$ cat config.mk
export PLATFORM = sky130hd
export DESIGN_NAME = pool2x2_stream_ctrl_flat
export DESIGN_NICKNAME = d
export VERILOG_FILES = /design/src/rtl/pool2x2_stream_if.sv /design/src/rtl/pool2x2_stream_ctrl.sv /design/src/flat_wrapper.sv
export SDC_FILE = /design/constraint.sdc
export NUM_CORES = 2
export LEC_CHECK = 0
export CAP_MARGIN = 20
export CORE_MARGIN = 3
export CORE_UTILIZATION = 55
export CTS_CLUSTER_SIZE = 40
export DETAILED_ROUTE_END_ITERATION = 10
export DONT_BUFFER_PORTS = 1
export PLACE_DENSITY_LB_ADDON = 0.08
export SETUP_SLACK_MARGIN = 0.3
export SYNTH_ARGS = -nofsm -noshare
export SYNTH_HDL_FRONTEND = slang
export SYNTH_SLANG_ARGS = --single-unit
$ cat constraint.sdc
create_clock -name clk -period 3.5 [get_ports clk]
set_input_delay 0.35 -clock clk [delete_from_list [all_inputs] [get_ports clk]]
set_output_delay 0.35 -clock clk [all_outputs]
set_load 0.02 [all_outputs]
$ cat src/rtl/pool2x2_stream_if.sv
// ---------------------------------------------------------------------------
// pool2x2_stream_if
// Stream bundle between a pixel source/sink and the 2x2 pooling controller.
//   in_valid  : source has a pixel on in_pix
//   in_ready  : controller takes in_pix this cycle
//   in_pix    : input pixel, raster order, plane 0 first
//   out_valid : controller has a pooled pixel on out_pix
//   out_ready : sink takes out_pix this cycle
//   out_pix   : pooled pixel, raster order per plane
// The controller connects through the slave modport; the environment that
// feeds pixels and consumes results connects through the master modport.
// ---------------------------------------------------------------------------
interface pool2x2_stream_if #(
    parameter int PW = 4
);
    logic          in_valid;
    logic          in_ready;
    logic [PW-1:0] in_pix;
    logic          out_valid;
    logic          out_ready;
    logic [PW-1:0] out_pix;

    modport slave (
        input  in_valid,
        input  in_pix,
        input  out_ready,
        output in_ready,
        output out_valid,
        output out_pix
    );

    modport master (
        output in_valid,
        output in_pix,
        output out_ready,
        input  in_ready,
        input  out_valid,
        input  out_pix
    );
endinterface

$ cat src/rtl/pool2x2_stream_ctrl.sv
// ---------------------------------------------------------------------------
// pool2x2_stream_ctrl
// Sequencer for 2x2 second-largest pooling. Takes a planar raster stream of
// CH planes of N x N pixels, buffers each even row, assembles every 2x2
// window, presents it to an external combinational second_largest unit and
// emits the (N/2)x(N/2)xCH result stream with valid/ready flow control.
// Ports:
//   clk, rst_n          : clock, asynchronous active-low reset
//   start_i             : frame start pulse, only honoured while idle
//   strm (slave)        : input/output pixel streams (see pool2x2_stream_if)
//   win_in1_o..win_in4_o: registered window TL, TR, BL, BR to second_largest
//   win_out_i           : second_largest result for the current window
//   busy_o              : high while a frame is in progress
//   done_o              : one-cycle pulse after the last pooled pixel is taken
// ---------------------------------------------------------------------------
module pool2x2_stream_ctrl #(
    parameter int N  = 512,
    parameter int CH = 3,
    parameter int PW = 4
) (
    input  logic            clk,
    input  logic            rst_n,
    input  logic            start_i,
    pool2x2_stream_if.slave strm,
    output logic [PW-1:0]   win_in1_o,
    output logic [PW-1:0]   win_in2_o,
    output logic [PW-1:0]   win_in3_o,
    output logic [PW-1:0]   win_in4_o,
    input  logic [PW-1:0]   win_out_i,
    output logic            busy_o,
    output logic            done_o
);
    localparam int CW  = $clog2(N);
    localparam int CHW = $clog2(CH) + 1;

    localparam logic [1:0] ST_IDLE = 2'd0;
    localparam logic [1:0] ST_RUN  = 2'd1;
    localparam logic [1:0] ST_DONE = 2'd2;

    localparam logic [CW-1:0]  POS_LAST = CW'(N - 1);
    localparam logic [CW-1:0]  POS_ONE  = CW'(1);
    localparam logic [CW-1:0]  POS_ZERO = {CW{1'b0}};
    localparam logic [CHW-1:0] CH_ALL   = CHW'(CH);
    localparam logic [CHW-1:0] CH_ONE   = CHW'(1);
    localparam logic [CHW-1:0] CH_ZERO  = {CHW{1'b0}};

    logic [1:0]     state_q,     state_d;
    logic [CW-1:0]  col_q,       col_d;
    logic [CW-1:0]  row_q,       row_d;
    logic [CHW-1:0] ch_q,        ch_d;
    logic           pend_q,      pend_d;
    logic           out_valid_q, out_valid_d;
    logic [PW-1:0]  out_pix_q,   out_pix_d;
    logic [PW-1:0]  hold_q,      hold_d;
    logic [PW-1:0]  win1_q,      win1_d;
    logic [PW-1:0]  win2_q,      win2_d;
    logic [PW-1:0]  win3_q,      win3_d;
    logic [PW-1:0]  win4_q,      win4_d;
    logic           busy_q,      busy_d;
    logic           done_q,      done_d;

    // Even-row storage; contents are don't-care after reset.
    logic [PW-1:0]  linebuf_q [N];

    logic           all_in_s;
    logic           out_hs_s;
    logic           in_ready_s;
    logic           accept_s;
    logic           close_s;
    logic           last_out_s;
    logic [CW-1:0]  col_prev_s;

    // ch reaching CH means every pixel of the frame has been taken.
    assign all_in_s   = (ch_q == CH_ALL);
    assign out_hs_s   = out_valid_q & strm.out_ready;
    // A blocked output register or a pending window stalls the input so no
    // result can be overwritten before the sink has taken it.
    assign in_ready_s = (state_q == ST_RUN) & ~pend_q
                      & ~(out_valid_q & ~strm.out_ready) & ~all_in_s;
    assign accept_s   = strm.in_valid & in_ready_s;
    assign close_s    = accept_s & row_q[0] & col_q[0];
    // Once all input is in and no window is pending, the valid output is
    // necessarily the final pooled pixel of the frame.
    assign last_out_s = (state_q == ST_RUN) & out_hs_s & all_in_s & ~pend_q;
    // Closing pixels sit on odd columns, so col-1 is the window's left column.
    assign col_prev_s = col_q - POS_ONE;

    // Frame state machine and raster position counters.
    always_comb begin
        state_d = state_q;
        col_d   = col_q;
        row_d   = row_q;
        ch_d    = ch_q;
        case (state_q)
            ST_IDLE: begin
                if (start_i) begin
                    state_d = ST_RUN;
                    col_d   = POS_ZERO;
                    row_d   = POS_ZERO;
                    ch_d    = CH_ZERO;
                end else begin
                    state_d = ST_IDLE;
                end
            end
            ST_RUN: begin
                if (last_out_s) begin
                    state_d = ST_DONE;
                end else begin
                    state_d = ST_RUN;
                end
            end
            ST_DONE: begin
                state_d = ST_IDLE;
            end
            default: begin
                state_d = ST_IDLE;
            end
        endcase
        if (accept_s) begin
            if (col_q == POS_LAST) begin
                col_d = POS_ZERO;
                if (row_q == POS_LAST) begin
                    row_d = POS_ZERO;
                    ch_d  = ch_q + CH_ONE;
                end else begin
                    row_d = row_q + POS_ONE;
                end
            end else begin
                col_d = col_q + POS_ONE;
            end
        end else begin
            col_d = col_d;
        end
    end

    // Window assembly, pending flag and output register next state.
    always_comb begin
        pend_d      = 1'b0;
        hold_d      = hold_q;
        win1_d      = win1_q;
        win2_d      = win2_q;
        win3_d      = win3_q;
        win4_d      = win4_q;
        out_valid_d = out_valid_q;
        out_pix_d   = out_pix_q;
        if (accept_s & row_q[0] & ~col_q[0]) begin
            hold_d = strm.in_pix;
        end else begin
            hold_d = hold_q;
        end
        if (close_s) begin
            win1_d = linebuf_q[col_prev_s];
            win2_d = linebuf_q[col_q];
            win3_d = hold_q;
            win4_d = strm.in_pix;
            pend_d = 1'b1;
        end else begin
            pend_d = 1'b0;
        end
        // The cycle after a closing pixel the window registers are stable, so
        // the combinational second_largest result is captured here.
        if (pend_q) begin
            out_valid_d = 1'b1;
            out_pix_d   = win_out_i;
        end else if (out_hs_s) begin
            out_valid_d = 1'b0;
        end else begin
            out_valid_d = out_valid_q;
        end
        busy_d = (state_d == ST_RUN);
        done_d = (state_d == ST_DONE);
    end

    // Control and output registers with asynchronous reset.
    always_ff @(posedge clk or negedge rst_n) begin
        if (!rst_n) begin
            state_q     <= ST_IDLE;
            col_q       <= POS_ZERO;
            row_q       <= POS_ZERO;
            ch_q        <= CH_ZERO;
            pend_q      <= 1'b0;
            out_valid_q <= 1'b0;
            out_pix_q   <= {PW{1'b0}};
            hold_q      <= {PW{1'b0}};
            win1_q      <= {PW{1'b0}};
            win2_q      <= {PW{1'b0}};
            win3_q      <= {PW{1'b0}};
            win4_q      <= {PW{1'b0}};
            busy_q      <= 1'b0;
            done_q      <= 1'b0;
        end else begin
            state_q     <= state_d;
            col_q       <= col_d;
            row_q       <= row_d;
            ch_q        <= ch_d;
            pend_q      <= pend_d;
            out_valid_q <= out_valid_d;
            out_pix_q   <= out_pix_d;
            hold_q      <= hold_d;
            win1_q      <= win1_d;
            win2_q      <= win2_d;
            win3_q      <= win3_d;
            win4_q      <= win4_d;
            busy_q      <= busy_d;
            done_q      <= done_d;
        end
    end

    // Line buffer write on every accepted even-row pixel.
    always_ff @(posedge clk) begin
        if (accept_s & ~row_q[0]) begin
            linebuf_q[col_q] <= strm.in_pix;
        end
    end

    assign strm.in_ready  = in_ready_s;
    assign strm.out_valid = out_valid_q;
    assign strm.out_pix   = out_pix_q;
    assign win_in1_o      = win1_q;
    assign win_in2_o      = win2_q;
    assign win_in3_o      = win3_q;
    assign win_in4_o      = win4_q;
    assign busy_o         = busy_q;
    assign done_o         = done_q;

endmodule

$ cat src/flat_wrapper.sv
// flat-port wrapper written by rule: the top's interface ports become plain ports
module pool2x2_stream_ctrl_flat 
#(
    parameter int N  = 512,
    parameter int CH = 3,
    parameter int PW = 4
)
  (clk, rst_n, start_i, win_in1_o, win_in2_o, win_in3_o, win_in4_o, win_out_i, busy_o, done_o, strm_in_valid, strm_in_pix, strm_out_ready, strm_in_ready, strm_out_valid, strm_out_pix);
  pool2x2_stream_if #(.PW(PW)) strm_i ();
  input  logic clk;
  input  logic rst_n;
  input  logic start_i;
  output logic [PW-1:0] win_in1_o;
  output logic [PW-1:0] win_in2_o;
  output logic [PW-1:0] win_in3_o;
  output logic [PW-1:0] win_in4_o;
  input  logic [PW-1:0] win_out_i;
  output logic busy_o;
  output logic done_o;
  input wire logic [$bits(strm_i.in_valid)-1:0] strm_in_valid;
  input wire logic [$bits(strm_i.in_pix)-1:0] strm_in_pix;
  input wire logic [$bits(strm_i.out_ready)-1:0] strm_out_ready;
  output wire logic [$bits(strm_i.in_ready)-1:0] strm_in_ready;
  output wire logic [$bits(strm_i.out_valid)-1:0] strm_out_valid;
  output wire logic [$bits(strm_i.out_pix)-1:0] strm_out_pix;
  assign strm_i.in_valid = strm_in_valid;
  assign strm_i.in_pix = strm_in_pix;
  assign strm_i.out_ready = strm_out_ready;
  assign strm_in_ready = strm_i.in_ready;
  assign strm_out_valid = strm_i.out_valid;
  assign strm_out_pix = strm_i.out_pix;
  pool2x2_stream_ctrl #(.N(N), .CH(CH), .PW(PW)) u_core (.clk(clk), .rst_n(rst_n), .start_i(start_i), .strm(strm_i), .win_in1_o(win_in1_o), .win_in2_o(win_in2_o), .win_in3_o(win_in3_o), .win_in4_o(win_in4_o), .win_out_i(win_out_i), .busy_o(busy_o), .done_o(done_o));
endmodule
---- After elaboration in Yosys (flattened, before gate mapping) ----
Memory sizes are Yosys's and may differ from the RTL's. A register that Yosys moved wholly into a read port is not among the register bits.
Index checks and enable logic that the tools add are counted.
word-level totals
  register bits ........................... 43
  memory bits (writable) .................. 2,048
  output and inout bits ................... 24
  logic and storage cells ................. 71
  memories ................................ 1
operators by class
  $add $sub $neg .......................... 4
  eq/ne operators ......................... 6
  multiplexer cells ....................... 22
  bitwise operators ....................... 19
  reduce and logical (&&, ||, !) cells .... 7
memory list
  memory            depth  width  rd ports  clocked after Yosys merged registers in  write ports  line                       RTL
  u_core.linebuf_q  512    4      2         2                                        1            pool2x2_stream_ctrl.sv:63  logic [PW-1:0] linebuf_q [N];
operators by type and width
  operator               number
  $mux W9                9
  $add A9 B1 Y9 const B  2
  $eq A9 B9 Y1 const B   2
  $mux W3                5
  $and A1 B1 Y1          13
  $sub A9 B1 Y9 const B  1
  $mux W1                6
  $not A1 Y1             6
  $reduce_bool A2 Y1     3
  $eq A2 B1 Y1 const B   2
  $pmux W2 S2            1
  $add A3 B1 Y3 const B  1
  $eq A3 B2 Y1 const B   1
  $eq A2 B2 Y1 const B   1
  $logic_not A1 Y1       2
  $logic_not A2 Y1       1
  $mux W2                1
  $reduce_and A2 Y1      1

---- Longest topological paths before layout ----
  word-level depth ........................ 9
  depth in mapped cells ................... 18
  mapped depth without buffers ............ 10

---- Worst setup path after synthesis ----
OpenSTA, ideal clock, no wires.
  kind .................................... reg-to-reg
  start point ............................. register u_core.col_q[1]
  end point ............................... register u_core.win1_q[2] (netlist: u_core.win_in1_o[2]), read port of u_core.linebuf_q
  arrival time ............................ 3.633 ns
  slack ................................... -0.243 ns
  cell stages (with the launch flop) ...... 19
  path buffers ............................ 9
  cells stage by stage .................... dfrtp_1 -> buf_6 -> buf_6 -> buf_6 -> buf_4 -> buf_2 -> inv_1 -> ha_1 -> clkbuf_1 -> buf_2 -> buf_2 -> buf_1 -> mux4_2 -> nand3_1 -> nand3_1 -> a41oi_1 -> o41ai_1 -> nand2_1 -> o41ai_1
on the way
  longest elaborated chain between the ends .. 1
RTL lines
  what                      line                        RTL
  start: declaration        pool2x2_stream_ctrl.sv:48   logic [CW-1:0] col_q, col_d;
  start signal: assignment  pool2x2_stream_ctrl.sv:193  col_q <= col_d;
  $sub A9 B1 Y9             pool2x2_stream_ctrl.sv:86   assign col_prev_s = col_q - POS_ONE;
  end: declaration          pool2x2_stream_ctrl.sv:55   logic [PW-1:0] win1_q, win1_d;
No other way between the ends.
A chain may end at the register's enable or synchronous reset.

---- Final worst setup path ----
  start point ............................. register u_core.col_q[0]
  end point ............................... register u_core.win2_q[1] (netlist: u_core.win_in2_o[1]), read port of u_core.linebuf_q
on the way
  longest elaborated chain between the ends .. 1
RTL lines
  what              line                       RTL
  $and A1 B1 Y1     pool2x2_stream_ctrl.sv:81  assign close_s = accept_s & row_q[0] & col_q[0];
  end: declaration  pool2x2_stream_ctrl.sv:56  logic [PW-1:0] win2_q, win2_d;
Several ways; a longest one is shown, not always the timed one.

==> impl_metrics.toml <==
[synth]
yosysWarnings = 0
synth-seq-cells = 2099
avgSynthCellArea_sq_um = 18.2
synthCells = 5474
synth.top_cells.by_area = "edfxtp_1 62%, mux4_2 26%, nor2_1 2.0%, nand3_1 2.0%, dfrtp_1 1.3%"
synth_edf_count = 2048
yosysSeqAreaShare_pct = 63.1
synth_top_area_share_pct = 61.8
yosys.cell_count.top_type = "edfxtp_1"
synth_area_sq_um = 99500
syn-num-nets = 5496
synth_top_cell_by_area = "edfxtp_1"
yosysUniqueCellTypes = 59
async_flop_share_pct = 2.43
synth-main-ff-cell = "edfxtp_1"
synthTopCellsByCount = "2,048 x edfxtp_1, 1,158 x mux4_2, 539 x nor2_1"

[layout]
drive_gt1_share_pct = 40.0
syn_to_final_growth_pct = 15.8
layout.area.seq_sq_um = 62800
nNetsFinal = 5725
design_area_sq_um = 115000
multi_input_area_sq_um = 36300
post-route-util_pct = 64.3
fin_cells = 8249
nFillCells = 12253

[global_routing]
busiest_layer = "met2"
met1_usage_pct = 46.3
track_usage_pct = 32.4
grt_max_degree = 515
grt_overflow_total = 0
grtUsageMet3_pct = 7.39
grtUsageMet2_pct = 49.4
grt_pass1_wl_mm = 432
grt_pass1_vias = 58950
antenna_found_initial = 8

[worst_setup_path]
startpoint_type = "flip-flop"
crit_chain = "buf_6 -> buf_16 -> buf_4 -> buf_16 -> mux4_2 -> mux4_2 -> a22oi_2 -> nor2_1 -> nor3_1 -> nand4_1 -> o32a_1"
end_kind = "flip-flop"
crit_required_ns = 4.23
worstSetupPathType = "reg2reg"
critPathMaxFanout = 14
worstPathArrival_ns = 4.23
slowest_delay_ns = 0.55
crit_slowest_cell = "mux4_2"

[clocking]
htreeDepth = 4
cts_tree = "done"
clkTransAtPathRegs_ns = 0.07
clk_latency_ns = 0.86
clk_path_buf_depth = 3
root_buffer = "clkbuf_16"
cts_buffers = 216
cts_sinks = 2099

[sta]
maxSlewViolCount = 0
skew_ns = 0.0320
rsz0062_at_grt = "yes"
post-route-period-util_pct = 100
fmax_ghz = 0.286
tns_ns = -0.0000600
setup_slack_ns = -0.0000600
hold_ws_ns = -0.365
fin_crit_ns = 3.50
worst_pin_slew_ns = 1.32
maxSlewHeadroom_pct = 11.8
setup_viol = 1
hold_viol = 453

[placed_design]
place_area_sq_um = 105000
place_congestion = 0.887
post-place-ws_ns = -0.305
numPortBuffers = 0
dp.cells = 7719
dpl.hpwl_mm = 185

[flow_run]
max_cap_viol_count = 0

[drt]
drt_iter0_drc = 8881
vias = 59833
drc = 0
avgRoutedWirePerCell_microns = 36.7
drt_wl_total_mm = 303
drtPass1Iterations = 5
antenna_left = 0
viasPerCell = 7.25

[floorplan]
start_util_pct = 55.6
die_area_sq_um = 186000
die_width_microns = 431
die_h_microns = 431
ioPinCount = 37
row_count = 155
core_area_sq_um = 179000

[outcome]
outcome = "complete, but fails checks"
failed_checks = "negative hold slack, negative setup slack"

[power]
power_leakage_nw = 35.7
ir_drop_uv = 648
power_density_nw_per_um2 = 713
design_power_total_mw = 82.3

[min_path]
hp-class = "in2reg"
-- cells in the final DEF, fill, tap and decap left out, types with 12 or more instances in the layout --
| master | n |
|---|---|
| clkbuf_1 | 50 |
| a31oi_1 | 16 |
| clkbuf_16 | 235 |
| dfrtp_1 | 46 |
| buf_16 | 31 |
| a41o_1 | 16 |
| bufinv_16 | 26 |
| edfxtp_1 | 2048 |
| nor2_1 | 253 |
| mux2i_1 | 32 |
| buf_6 | 28 |
| clkinv_1 | 32 |
| a41oi_1 | 27 |
| dlygate4sd3_1 | 17 |
| and3_1 | 18 |
| o21ai_0 | 160 |
| buf_4 | 302 |
| clkinv_2 | 33 |
| nand3_1 | 381 |
| clkinvlp_4 | 16 |
| nand2_1 | 317 |
| nor2_4 | 60 |
| buf_12 | 96 |
| mux4_2 | 1158 |
| nor2_2 | 226 |
| inv_1 | 12 |
-- state kept, by name (all words and copies together), names as in the netlist, 2 cells and up --
register	flops
u_core.hold_q	4
u_core.win_in4_o	4
u_core.col_q	9
u_core.ch_q	3
u_core.state_q	2
u_core.strm.out_pix	4
u_core.win_in3_o	4
u_core.win_in2_o	4
u_core.win_in1_o	4
u_core.linebuf_q	2048
u_core.row_q	9
-- final timing paths --
check / start / to / slack (ns) / cells after the start
min reg2reg: u_core.hold_q[0] / u_core.win_in3_o[0] / 0.47 / 2
min: strm_in_pix[1] / u_core.linebuf_q[315][1] / -0.37 / 0
max reg2reg: u_core.col_q[0] / u_core.win_in2_o[1] / -0.00006 / 11
max in group asynchronous: rst_n / u_core.win_in3_o[1] / 1.80 / 4
min in group asynchronous: rst_n / u_core.row_q[4] / 0.60 / 3
max: u_core.col_q[0] / u_core.win_in2_o[1] / -0.00006 / 11
-- cell families after synthesis --
family / count (synthesis) / synth area share (%)
flops: 2099 / 63.1
buf+inv: 501 / 2.27
mux: 1202 / 26.7
compound gates: 319 / 2.11
simple gates: 1336 / 5.73
xor+xnor: 8 / 0.0704
fa+ha+maj: 9 / 0.113
-- power breakdown --
part           internal [mW]  leakage [nW]  switching (mW)
Sequential              27.7          19.1          0.0563
Clock                   13.6          3.46            9.85
Combinational           14.2          13.1            16.9
Total                   55.4          35.7            26.8
-- cell type report --
cell class                 count  area share (%)
antenna                        7          0.0152
sequential                  2099            54.5
tap                         2355            2.56
clock inverter               126            1.21
inverter                      17          0.0553
multi-input combinational   2874            31.5
timing repair buffer         495            5.23
clock buffer                 276            5.01
-- repair_timing --
| action | in CTS | in global routing |
|---|---|---|
| hold endpoints to repair | 2123 | 1128 |
| gates resized for setup | 253 | 232 |
| cloned | 6 | 14 |
| endpoints found under the setup margin | 2038 | 2001 |
| buffers inserted | 39 | 43 |
| hold buffers | 17 | 2 |
| pin swaps | 21 | 15 |
-- critical path: cells and delay by family (launching register included) --
family,cells,cell delay (ns)
muxes,2,0.88
AOI/OAI and AO/OA,2,0.68
buffers and inverters,4,0.62
and+or+nand+nor,3,0.62
DFF,1,0.54
-- layer usage --
metal | wire, microns | vias to the layer above
li1 | - | 23462
met1 | 114000 | 31956
met2 | 143000 | 3847
met3 | 33200 | 566
met4 | 12000 | 2
met5 | 13 | -
Note: power is estimated with default switching activity, not from simulation.
